<file path="src/rtl/pipelined_cla_adder_if.sv">
// Handshake/operand bundle for pipelined_cla_adder.
// master = operand producer / result consumer, slave = the adder.
interface pipelined_cla_adder_if #(
  parameter int NBIT = 32
);
  logic            in_valid;
  logic            in_ready;
  logic [NBIT-1:0] a;
  logic [NBIT-1:0] b;
  logic            cin;
  logic            sub;
  logic            out_valid;
  logic            out_ready;
  logic [NBIT-1:0] s;
  logic            cout;
  logic            ovf;

  modport master (
    output in_valid, a, b, cin, sub, out_ready,
    input  in_ready, out_valid, s, cout, ovf
  );

  modport slave (
    input  in_valid, a, b, cin, sub, out_ready,
    output in_ready, out_valid, s, cout, ovf
  );
endinterface

</file>
<file path="src/rtl/pipelined_cla_adder.sv">
// Pipelined carry-lookahead add/subtract.
// The NBIT operation is cut into STAGES chunks of CW bits; each chunk is a
// two-level lookahead adder (bit level inside BLOCK-bit groups, group level
// across the chunk). The carry out of a chunk is registered and handed to
// the next stage. Operand bits not yet consumed travel in a right-shifting
// register (next chunk always sits at bit 0); finished result chunks enter
// at the top of a right-shifting result register, so after the last stage
// chunk 0 has arrived at bit 0 and the word leaves aligned.
// One global advance enable freezes the whole pipe under backpressure.
module pipelined_cla_adder #(
  parameter int NBIT   = 32,
  parameter int BLOCK  = 4,
  parameter int STAGES = 4
) (
  input  logic                clk,
  input  logic                rst_n,
  pipelined_cla_adder_if.slave bus
);

  localparam int CW   = NBIT / STAGES;
  localparam int NBLK = CW / BLOCK;

  // One chunk: returns {carry out of MSB, carry into MSB, sum}.
  // Every carry is a flat sum of products of g/p terms, so there is no
  // bit-to-bit ripple inside a block nor block-to-block ripple in a chunk.
  function automatic logic [CW+1:0] chunk_add(
    input logic [CW-1:0] x,
    input logic [CW-1:0] y,
    input logic          ci
  );
    logic [CW-1:0]   g;
    logic [CW-1:0]   p;
    logic [NBLK-1:0] bg;
    logic [NBLK-1:0] bp;
    logic [NBLK:0]   bc;
    logic [CW:0]     c;
    logic            term;
    g = x & y;
    p = x ^ y;
    // group generate / propagate
    for (int m = 0; m < NBLK; m++) begin
      bp[m] = 1'b1;
      bg[m] = 1'b0;
      for (int i = 0; i < BLOCK; i++) begin
        bp[m] = bp[m] & p[m*BLOCK+i];
        term  = g[m*BLOCK+i];
        for (int j = i + 1; j < BLOCK; j++) begin
          term = term & p[m*BLOCK+j];
        end
        bg[m] = bg[m] | term;
      end
    end
    // carry into each group, expanded from the chunk carry-in
    for (int m = 0; m <= NBLK; m++) begin
      term = ci;
      for (int j = 0; j < m; j++) begin
        term = term & bp[j];
      end
      bc[m] = term;
      for (int k = 0; k < m; k++) begin
        term = bg[k];
        for (int j = k + 1; j < m; j++) begin
          term = term & bp[j];
        end
        bc[m] = bc[m] | term;
      end
    end
    // carry into each bit, expanded from its group carry-in
    for (int m = 0; m < NBLK; m++) begin
      for (int i = 0; i < BLOCK; i++) begin
        term = bc[m];
        for (int j = 0; j < i; j++) begin
          term = term & p[m*BLOCK+j];
        end
        c[m*BLOCK+i] = term;
        for (int k = 0; k < i; k++) begin
          term = g[m*BLOCK+k];
          for (int j = k + 1; j < i; j++) begin
            term = term & p[m*BLOCK+j];
          end
          c[m*BLOCK+i] = c[m*BLOCK+i] | term;
        end
      end
    end
    c[CW] = bc[NBLK];
    return {c[CW], c[CW-1], p ^ c[CW-1:0]};
  endfunction

  logic [NBIT-1:0]   a_reg [STAGES];
  logic [NBIT-1:0]   b_reg [STAGES];
  logic [NBIT-1:0]   s_reg [STAGES];
  logic [STAGES-1:0] valid_reg;
  logic [STAGES-1:0] carry_reg;
  logic              ovf_reg;

  logic [NBIT-1:0]   a_next [STAGES];
  logic [NBIT-1:0]   b_next [STAGES];
  logic [NBIT-1:0]   s_next [STAGES];
  logic [STAGES-1:0] valid_next;
  logic [STAGES-1:0] carry_next;
  logic              ovf_next;
  logic              adv;

  generate
    for (genvar gi = 0; gi < STAGES; gi++) begin : g_stage
      logic [NBIT-1:0] x_src;
      logic [NBIT-1:0] y_src;
      logic            c_src;
      logic [CW+1:0]   res;

      if (gi == 0) begin : g_head
        // operand transform at accept: subtract is a + ~b + 1
        assign x_src         = bus.a;
        assign y_src         = bus.sub ? ~bus.b : bus.b;
        assign c_src         = bus.sub | bus.cin;
        assign valid_next[gi] = bus.in_valid;
        assign s_next[gi]    = NBIT'(res[CW-1:0]) << (NBIT - CW);
      end else begin : g_body
        assign x_src         = a_reg[gi-1];
        assign y_src         = b_reg[gi-1];
        assign c_src         = carry_reg[gi-1];
        assign valid_next[gi] = valid_reg[gi-1];
        assign s_next[gi]    = (s_reg[gi-1] >> CW) | (NBIT'(res[CW-1:0]) << (NBIT - CW));
      end

      assign res            = chunk_add(x_src[CW-1:0], y_src[CW-1:0], c_src);
      assign a_next[gi]     = x_src >> CW;
      assign b_next[gi]     = y_src >> CW;
      assign carry_next[gi] = res[CW+1];

      if (gi == STAGES - 1) begin : g_tail
        // signed overflow: carry into MSB differs from carry out of MSB
        assign ovf_next = res[CW+1] ^ res[CW];
      end
    end
  endgenerate

  assign adv           = !valid_reg[STAGES-1] || bus.out_ready;
  assign bus.in_ready  = adv;
  assign bus.out_valid = valid_reg[STAGES-1];
  assign bus.s         = s_reg[STAGES-1];
  assign bus.cout      = carry_reg[STAGES-1];
  assign bus.ovf       = ovf_reg;

  // Advance every stage together; data loads only with a valid token so
  // bubbles leave the last result visible on s/cout/ovf.
  always_ff @(posedge clk or negedge rst_n) begin
    if (!rst_n) begin
      for (int k = 0; k < STAGES; k++) begin
        a_reg[k] <= '0;
        b_reg[k] <= '0;
        s_reg[k] <= '0;
      end
      valid_reg <= '0;
      carry_reg <= '0;
      ovf_reg   <= 1'b0;
    end else if (adv) begin
      valid_reg <= valid_next;
      for (int k = 0; k < STAGES; k++) begin
        if (valid_next[k]) begin
          a_reg[k]     <= a_next[k];
          b_reg[k]     <= b_next[k];
          s_reg[k]     <= s_next[k];
          carry_reg[k] <= carry_next[k];
        end
      end
      if (valid_next[STAGES-1]) begin
        ovf_reg <= ovf_next;
      end
    end
  end

endmodule

</file>
<file path="src/flat_wrapper.sv">
// flat-port wrapper written by rule: the top's interface ports become plain ports
module pipelined_cla_adder_flat 
#(
  parameter int NBIT   = 32,
  parameter int BLOCK  = 4,
  parameter int STAGES = 4
)
  (clk, rst_n, bus_in_valid, bus_a, bus_b, bus_cin, bus_sub, bus_out_ready, bus_in_ready, bus_out_valid, bus_s, bus_cout, bus_ovf);
  pipelined_cla_adder_if #(.NBIT(NBIT)) bus_i ();
  input  logic clk;
  input  logic rst_n;
  input wire logic [$bits(bus_i.in_valid)-1:0] bus_in_valid;
  input wire logic [$bits(bus_i.a)-1:0] bus_a;
  input wire logic [$bits(bus_i.b)-1:0] bus_b;
  input wire logic [$bits(bus_i.cin)-1:0] bus_cin;
  input wire logic [$bits(bus_i.sub)-1:0] bus_sub;
  input wire logic [$bits(bus_i.out_ready)-1:0] bus_out_ready;
  output wire logic [$bits(bus_i.in_ready)-1:0] bus_in_ready;
  output wire logic [$bits(bus_i.out_valid)-1:0] bus_out_valid;
  output wire logic [$bits(bus_i.s)-1:0] bus_s;
  output wire logic [$bits(bus_i.cout)-1:0] bus_cout;
  output wire logic [$bits(bus_i.ovf)-1:0] bus_ovf;
  assign bus_i.in_valid = bus_in_valid;
  assign bus_i.a = bus_a;
  assign bus_i.b = bus_b;
  assign bus_i.cin = bus_cin;
  assign bus_i.sub = bus_sub;
  assign bus_i.out_ready = bus_out_ready;
  assign bus_in_ready = bus_i.in_ready;
  assign bus_out_valid = bus_i.out_valid;
  assign bus_s = bus_i.s;
  assign bus_cout = bus_i.cout;
  assign bus_ovf = bus_i.ovf;
  pipelined_cla_adder #(.NBIT(NBIT), .BLOCK(BLOCK), .STAGES(STAGES)) u_core (.clk(clk), .rst_n(rst_n), .bus(bus_i));
endmodule
</file>
<file path="config.mk">
export PLATFORM = sky130hd
export DESIGN_NAME = pipelined_cla_adder_flat
export DESIGN_NICKNAME = d
export VERILOG_FILES = /design/src/rtl/pipelined_cla_adder_if.sv /design/src/rtl/pipelined_cla_adder.sv /design/src/flat_wrapper.sv
export SDC_FILE = /design/constraint.sdc
export NUM_CORES = 1
export LEC_CHECK = 0
export CORE_MARGIN = 4
export CORE_UTILIZATION = 62
export CTS_BUF_LIST = sky130_fd_sc_hd__clkbuf_4 sky130_fd_sc_hd__clkbuf_8
export DETAILED_ROUTE_END_ITERATION = 6
export GPL_TIMING_DRIVEN = 0
export PLACE_DENSITY = 0.84
export SYNTH_ARGS = -nofsm -noshare
export SYNTH_HDL_FRONTEND = slang
export SYNTH_SLANG_ARGS = --single-unit
</file>
<file path="constraint.sdc">
create_clock -name clk -period 3.65 [get_ports clk]
set_input_delay 0.73 -clock clk [delete_from_list [all_inputs] [get_ports clk]]
set_output_delay 0.73 -clock clk [all_outputs]
set_load 0.02 [all_outputs]
</file>
---- Word level (Yosys, flattened, before mapping) ----
Cells that the tools add are included.
W data, S select, Z words.
cells by class
  bitwise operators ....................... 210
  reduce and logical (&&, ||, !) cells .... 6
  multiplexer cells ....................... 1
operators with widths
  cell                count
  $and A1 B1 Y1       108
  $or A24 B32 Y32     3
  $or A1 B1 Y1        85
  $xor A8 B8 Y8       8
  $and A8 B8 Y8       4
  $mux W32            1
  $not A32 Y32        1
  $reduce_and A2 Y1   4
  $logic_not A1 Y1    1
  $logic_or A1 B1 Y1  1
  $xor A1 B1 Y1       1
storage, ports and cells
  logic and storage cells ................. 233
  input port bits ......................... 70
  flip-flop bits (word level) ............. 209
  output and inout bits ................... 36

---- Depth between registers and ports, before layout ----
Gate-level depths: netlist of the first run.
  depth in word-level cells ............... 17
  depth in mapped cells ................... 13
  depth with buffers taken out ............ 11

---- Worst setup path before layout of the first run ----
Ideal clock, no wire load.
  path type ............................... input -> register
  from .................................... input port bus_sub
  to ...................................... register u_core.s_reg[127] in the netlist's numbering
  slack ................................... 0.732 ns
  setup time .............................. 0.129 ns
  arrival ................................. 2.789 ns
  cell stages on the path ................. 13
  data required time ...................... 3.521 ns
  path buffers ............................ 2
  cells stage by stage .................... buf_6 buf_2 xor2_1 ha_1 a21o_1 a31oi_4 o21ai_2 ha_1 o21ai_0 nand2b_1 a21oi_1 xor2_1 o21ai_0
between the ends
  cells in the longest elaborated chain, start to end .. 16
  elaborated cells on any way between the ends .. 28
  those cells by class .................... 1 x mux; 27 x bitwise
ends and longest elaborated chain
  what                                            line                                                  RTL
  start, declared                                 flat_wrapper.sv:16                                    input wire logic [$bits(bus_i.sub)-1:0] bus_sub;
  $mux W32                                        pipelined_cla_adder.sv:114                            assign y_src = bus.sub ? ~bus.b : bus.b;
  $and A8 B8 Y8 or $xor A8 B8 Y8 (tied branches)  pipelined_cla_adder.sv:38, pipelined_cla_adder.sv:39
  $and A1 B1 Y1 (3 in series)                     pipelined_cla_adder.sv:48                             term = term & p[m*BLOCK+j];
  $or A1 B1 Y1 (3 in series)                      pipelined_cla_adder.sv:50                             bg[m] = bg[m] | term;
  $or A1 B1 Y1                                    pipelined_cla_adder.sv:65                             bc[m] = bc[m] | term;
  $and A1 B1 Y1 (3 in series)                     pipelined_cla_adder.sv:73                             term = term & p[m*BLOCK+j];
  $or A1 B1 Y1 (3 in series)                      pipelined_cla_adder.sv:81                             c[m*BLOCK+i] = c[m*BLOCK+i] | term;
  $xor A8 B8 Y8 (*)                               pipelined_cla_adder.sv:86                             return {c[CW], c[CW-1], p ^ c[CW-1:0]};
  end signal, assigned by index                   pipelined_cla_adder.sv:163                            s_reg[k] <= s_next[k];
  end, declared                                   pipelined_cla_adder.sv:91                             logic [NBIT-1:0] s_reg [STAGES];
Every way passes the cells marked *; elsewhere a longest branch is shown, timed or not.
A chain may end at the register's enable or synchronous reset.

---- Worst setup path after layout of the first run ----
  from .................................... input port bus_out_ready
  to ...................................... output port bus_in_ready
between the ends
  cells in the longest elaborated chain, start to end .. 1
ends and longest elaborated chain
  what                line                        RTL
  start, declared     flat_wrapper.sv:17          input wire logic [$bits(bus_i.out_ready)-1:0] bus_out_ready;
  $logic_or A1 B1 Y1  pipelined_cla_adder.sv:138  assign adv = !valid_reg[STAGES-1] || bus.out_ready;
  end, declared       flat_wrapper.sv:18          output wire logic [$bits(bus_i.in_ready)-1:0] bus_in_ready;
No other way between the ends.

==> impl_metrics.toml, run 1 <==
[synthesis]
synth_compound_area_share_pct = 6.62
syn-mean-instance-area_sq_um = 13.0
ys_types = 32
synth_top_area_cell = "dfrtp_1"
synth.most_common_cell = "dfrtp_1"
synth_flop_cell = "dfrtp_1"
synth_simple_gate_area_share_pct = 4.74
synthMuxAreaShare_pct = 17.0
synth_fa_ha_area_share_pct = 7.88
synthXorXnorAreaFrac_pct = 5.95
synth_cells = 647
syn_area_sq_um = 8390
async_reset_ff_share_pct = 100
synth_top_cell_area_share_pct = 55.2
synth_top_family_by_area = "multiplexers"
synth_edf_count = 0
ys_seq_area_share_pct = 55.2
synth_area_leaders = "dfrtp_1 (55%), mux2_2 (17%), ha_1 (6.0%)"
yosysWarnings = 0
synth_fp_nets = 765
synth_top_cells_by_count = "dfrtp_1 (185), mux2_2 (127), nand2_1 (72)"
ys_ff_latch = 185

[pwr]
switching_share_pct = 34.7
p_leak_nw = 4.50
seqPwrFrac_pct = 40.1
p_sw_w = 0.00304
internal_power_w = 0.00574
combinationalPowerShare_pct = 42.9
p_per_area_nw_per_um2 = 867
clock_power_share_pct = 17.0
ir_worst_vdd_v = 0.000372

[worst_setup_path]
r2r_slack_ns = 1.07
cp.arrival_ns = 2.07
ff2ff_path_depth = 11
worstSetupStartpointType = "input pin"
cp_top_family = "buffers and inverters"
slowest_delay_ns = 0.61
crit_type = "in2out"
cp_num_buf_inv = 3
path_max_fanout = 7
r2r_end = "u_core.s_reg[95]"
critPathMostFrequentCell = "clkdlybuf4s50_1"
r2r_start = "u_core.g_stage[1].y_src[0]"
end_kind = "output pin"
crit_required_ns = 2.92
critical_path.slowest_cell = "clkdlybuf4s50_1"
path_cells = "clkdlybuf4s50_1, nor2b_4, inv_4, clkdlybuf4s50_1"
crit_path_start = "bus_out_ready"

[detailed_routing]
drtAntennaViolNets = 0
drtIter0Drc = 380
dr_wl_met3_microns = 813
via_per_inst = 5.49
post_drt_wl_per_cell_microns = 17.4
drt_pass1_iterations = 5
wl_met2_mm = 8.72
drc = 0
drt_wl_total_mm = 16.7
wl_met1_mm = 6.87
top_layer_used = "met4"
num_vias = 5271

[timing]
slew_headroom_pct = 58.4
slew_viol_final = 0
rsz0062_at_grt = "false"
fmax_mhz = 357
skew_ns = 0.0113
fin_setup_tns_ns = 0
setup_viol = 0
fin_hold_ws_ns = 0.167
worstMarginPinSlew_ns = 0.624
finalCriticalPeriod_ns = 2.80
final-hold-violation-count = 0
finalCritPeriodShare_pct = 76.7

[min_path]
hold_class = "in2async"

[cells_and_area]
antennaDiodeCount = 0
area_growth_pct = 20.7
instances_no_fill = 960
nets = 889
drive_above_1_share_pct = 24.5
fill_cells = 852

[clocking]
cts_hold_buf = 0
clk_latency_ns = 0.47
numCtsBuffers = 17
cts.sinks = 185
cts-resized-gates = 0
cts_tree = "yes"
path_clk_slew_ns = 0.09
ctsLongestPathBuffers = 2
root_buffer = "clkbuf_8"
h-tree-depth = 4
cts_setup_buffers = 0

[floorplan]
core_area_sq_um = 13200
die-area_sq_um = 15500
start_util_pct = 63.3
die_w_microns = 124
placementRows = 42
io_pins = 106
die_h_microns = 124

[placement]
port_buffers = 104
gp_congestion = 0.866
dp.cells = 928
place_hpwl_mm = 12.1

[global_routing]
grt_pass1_wl_mm = 28.3
grt_max_degree = 133
antenna_found_initial = 0
grt_pass1_vias = 5869
grt_overflow = 0
grt.total_usage_pct = 23.0

[flow_run]
drv_cap = 0

[status]
status = "completed"
[power groups by stage]
stage | Clock [W] | Combinational [W] | Sequential [W]
floorplan | 0 | 0.00247 | 0.00360
global placement | 0 | 0.00355 | 0.00350
detailed placement | 0 | 0.00377 | 0.00356
CTS | 0.00153 | 0.00381 | 0.00352
global route | 0.00160 | 0.00417 | 0.00362
finish | 0.00150 | 0.00377 | 0.00352
[stage by stage]
stage	utilization, %	total power (W)	setup WS, ns	area (sq um)
2_1_floorplan	-	0.00606	0.732	8390
3_3_place_gp	72.9	0.00705	-5.28	9650
3_5_place_dp	73.1	0.00732	0.363	9680
4_1_cts	76.5	0.00886	0.866	10100
5_1_grt	76.5	0.00940	0.629	10100
6_report	76.5	0.00879	0.850	10100
[per-layer routing]
layer	GRT usage, %	vias up
met5	0	-
met4	7.54	0
met3	6.17	23
met2	40.1	146
met1	27.8	2633
li1	-	2469
[layout make-up]
cell class | count | area, sq um | share of cell area (%)
Inverter | 11 | 43.8 | 0.432
Buffer | 28 | 171 | 1.69
Timing Repair Buffer | 105 | 1070 | 10.6
Clock buffer | 20 | 275 | 2.72
Multi-Input combinational cell | 423 | 3540 | 35.0
Sequential cell | 185 | 4630 | 45.7
Clock inverter | 12 | 171 | 1.69
Tap cell | 176 | 220 | 2.17
[worst max-delay path by stage]
stage | to | cells past startpoint | slack [ns]
6_report | bus_in_ready | 4 | 0.85
5_1_grt | u_core.s_reg[127] | 13 | 0.63
4_1_cts | bus_in_ready | 4 | 0.87
3_5_place_dp | u_core.s_reg[127] | 13 | 0.36
3_3_place_gp | u_core.g_stage[1].x_src[6] | 1 | -5.28
2_1_floorplan | u_core.s_reg[127] | 13 | 0.73
[kinds of logic (layout without fill, tap and decap cells)]
group           count (synthesis)  in the layout
mux                           127            127
fa+ha+maj                      48             48
buf+inv                        39            176
compound gates                 99             99
xor+xnor                       57             57
flops                         185            185
simple gates                   92             92
[cell usage in the layout (no fill, tap or decap), drive strengths merged, types with 4 or more instances in the layout]
cell type | netlist | final
xor2 | 17 | 17
nand2b | 10 | 10
bufinv | 0 | 4
clkinv | 0 | 5
ha | 40 | 40
o21ai | 67 | 67
xnor2 | 40 | 40
buf | 25 | 27
a21oi | 21 | 21
clkdlybuf4s50 | 0 | 103
clkbuf | 3 | 23
inv | 11 | 11
mux2 | 127 | 127
dfrtp | 185 | 185
fa | 8 | 8
nand2 | 73 | 73
(Power assumes the default switching activity.)
==> inputs of run 2 (changes only) <==
Settings changed: CORE_UTILIZATION 62 to 52, PLACE_DENSITY 0.84 to 0.75.
Clock period 3.65 ns to 2.3 ns, I/O delays scaled along.
==> impl_metrics.toml, run 2 (synthesis results as in run 1) <==
[global_routing]
grt_max_degree = 106
grt_overflow = 0
grt_pass1_wl_mm = 27.1
grt_pass1_vias = 5458
grt.total_usage_pct = 19.0
antenna_found_initial = 0

[pwr]
combinationalPowerShare_pct = 45.5
internal_power_w = 0.00908
ir_worst_vdd_v = 0.000565
switching_share_pct = 35.2
p_leak_nw = 4.54
p_per_area_nw_per_um2 = 1350
seqPwrFrac_pct = 39.9
clock_power_share_pct = 14.6
p_sw_w = 0.00494

[timing]
slew_viol_final = 0
fmax_mhz = 446
worstMarginPinSlew_ns = 0.606
fin_setup_tns_ns = 0
setup_viol = 0
worst_slack_ns = 0.0576
skew_ns = 0.0126
slew_headroom_pct = 59.6
rsz0062_at_grt = "true"
final-hold-violation-count = 0
finalCritPeriodShare_pct = 97.5
fin_hold_ws_ns = 0.324
finalCriticalPeriod_ns = 2.24

[worst_setup_path]
end_kind = "flop"
cp.arrival_ns = 2.59
crit_required_ns = 2.65
r2r_slack_ns = 0.06
crit_type = "reg2reg"
critical_path.slowest_cell = "fa_1"
cp_num_buf_inv = 2
path_max_fanout = 2
worstSetupStartpointType = "flop"
crit_path_start = "u_core.g_stage[3].x_src[0]"
slowest_delay_ns = 0.46
cp.depth = 7
r2r_start = "u_core.g_stage[3].x_src[0]"
ff2ff_path_depth = 7
r2r_end = "u_core.bus.s[28]"
crit_end = "u_core.bus.s[28]"
path_cells = "ha_1, a21o_1, a221oi_4, inv_2, buf_4, fa_1, mux2_2"
cp_top_family = "adder cells"

[placement]
place_hpwl_mm = 12.0
pre_cts_ws_ns = -0.516
gp_congestion = 0.826
port_buffers = 104

[clocking]
numCtsBuffers = 17
ctsLongestPathBuffers = 2
clk_latency_ns = 0.46
path_clk_slew_ns = 0.10
cts.sinks = 185
h-tree-depth = 4
cts_tree = "yes"
root_buffer = "clkbuf_8"

[cells_and_area]
final_cell_mix = "dfrtp_1 (185), mux2_2 (127), clkdlybuf4s50_1 (102), nand2_1 (72), o21ai_0 (53)"
fill_cells = 1155
seq_area_sq_um = 4630
drive_above_1_share_pct = 28.2
antennaDiodeCount = 0
multi_input_area_sq_um = 3680
nets = 904
layout_commonest_cell = "dfrtp_1"
area_growth_pct = 23.7

[floorplan]
core_area_sq_um = 15800
die_w_microns = 135
placementRows = 46
io_pins = 106
die-area_sq_um = 18200
die_h_microns = 135
start_util_pct = 53.0

[min_path]
hold_class = "in2reg"

[detailed_routing]
drt_pass1_iterations = 4
via_per_inst = 5.08
drtIter0Drc = 199
drc = 0
drt_wl_total_mm = 16.5
drtAntennaViolNets = 0
num_vias = 5157
post_drt_wl_per_cell_microns = 16.2

[status]
status = "completed"

[flow_run]
drv_cap = 0
## run 2: cell count changes in the layout (fill, tap and decap cells not counted), moves of 3 or more
cell        change
ha_4            +7
ha_1            -9
o21ai_1        +11
bufinv_16       -3
clkinvlp_4      +3
o21ai_0        -12
clkinv_4        +3
clkinv_2        -3
buf_4          +14
a21oi_1         -5
a21oi_2         +5
## run 2: power by group through the flow
stage,clock [W],combinational [W],sequential (W)
final,0.00205,0.00638,0.00559
after global routing,0.00225,0.00704,0.00576
after CTS,0.00211,0.00616,0.00558
after detailed placement,0,0.00593,0.00563
after global placement,0,0.00566,0.00557
after floorplan,0,0.00393,0.00571
## run 2: per-stage QoR
step           utilization [%]  instance area, sq um  cells  power, W
2_1_floorplan                -                  8410    647   0.00963
3_3_place_gp              61.4                  9720    967    0.0112
3_5_place_dp              61.6                  9750    968    0.0116
4_1_cts                   64.7                 10200   1008    0.0139
5_1_grt                   65.6                 10400   1015    0.0151
6_report                  65.6                 10400   1015    0.0140
## run 2: worst min-delay path, stage by stage
cell	delay [ns]
buf_8	0.11
xnor2_1	0.11
o21ai_0	0.06
## run 2: metal layers
| metal | share of wire [%] | global-route usage, % | wire length [microns] | vias to the layer above |
|---|---|---|---|---|
| met2 | 51 | 32.7 | 8430 | 100 |
| li1 | - | - | - | 2483 |
| met3 | 3.2 | 3.87 | 529 | 20 |
| met5 | 0 | 0 | 0 | - |
| met4 | 1.4 | 5.94 | 236 | 0 |
| met1 | 44 | 24.4 | 7290 | 2554 |
## run 2: area by class of cell
class / count / share of cell area [%]
clock buffers: 19 / 2.46
inverters: 11 / 0.422
flip-flops and latches: 185 / 44.6
multi-input cells: 423 / 35.4
well taps: 216 / 2.60
clock inverters: 13 / 1.19
plain buffers: 28 / 1.78
repair buffers: 120 / 11.5
## run 2: worst min-delay path by stage
stage,start,endpoint,slack [ns],depth (start not counted)
global route,bus_sub,u_core.g_stage[1].y_src[0],0.31,3
global placement,u_core.g_stage[1].y_src[12],u_core.g_stage[1].y_src[12],0.46,2
CTS,bus_sub,u_core.g_stage[1].y_src[0],0.30,3
detailed placement,u_core.valid_reg[1],u_core.valid_reg[1],0.47,2
floorplan,rst_n,u_core.bus.ovf,0.16,0
finish,bus_sub,u_core.g_stage[1].y_src[0],0.32,3
## run 2: what timing repair did
item                       CTS  global route
setup endpoints to repair    5            11
gates resized for setup      9            16
hold endpoints to repair    70             0
buffers inserted             7             7
pin swaps                    9            17
hold buffers                 1             0
==> inputs of run 3 (changes only) <==
Settings changed: CAP_MARGIN set to 15, HOLD_SLACK_MARGIN set to 0.15.
==> results of run 3 <==
Final layout, timing and power as in run 2 (identical DEF).
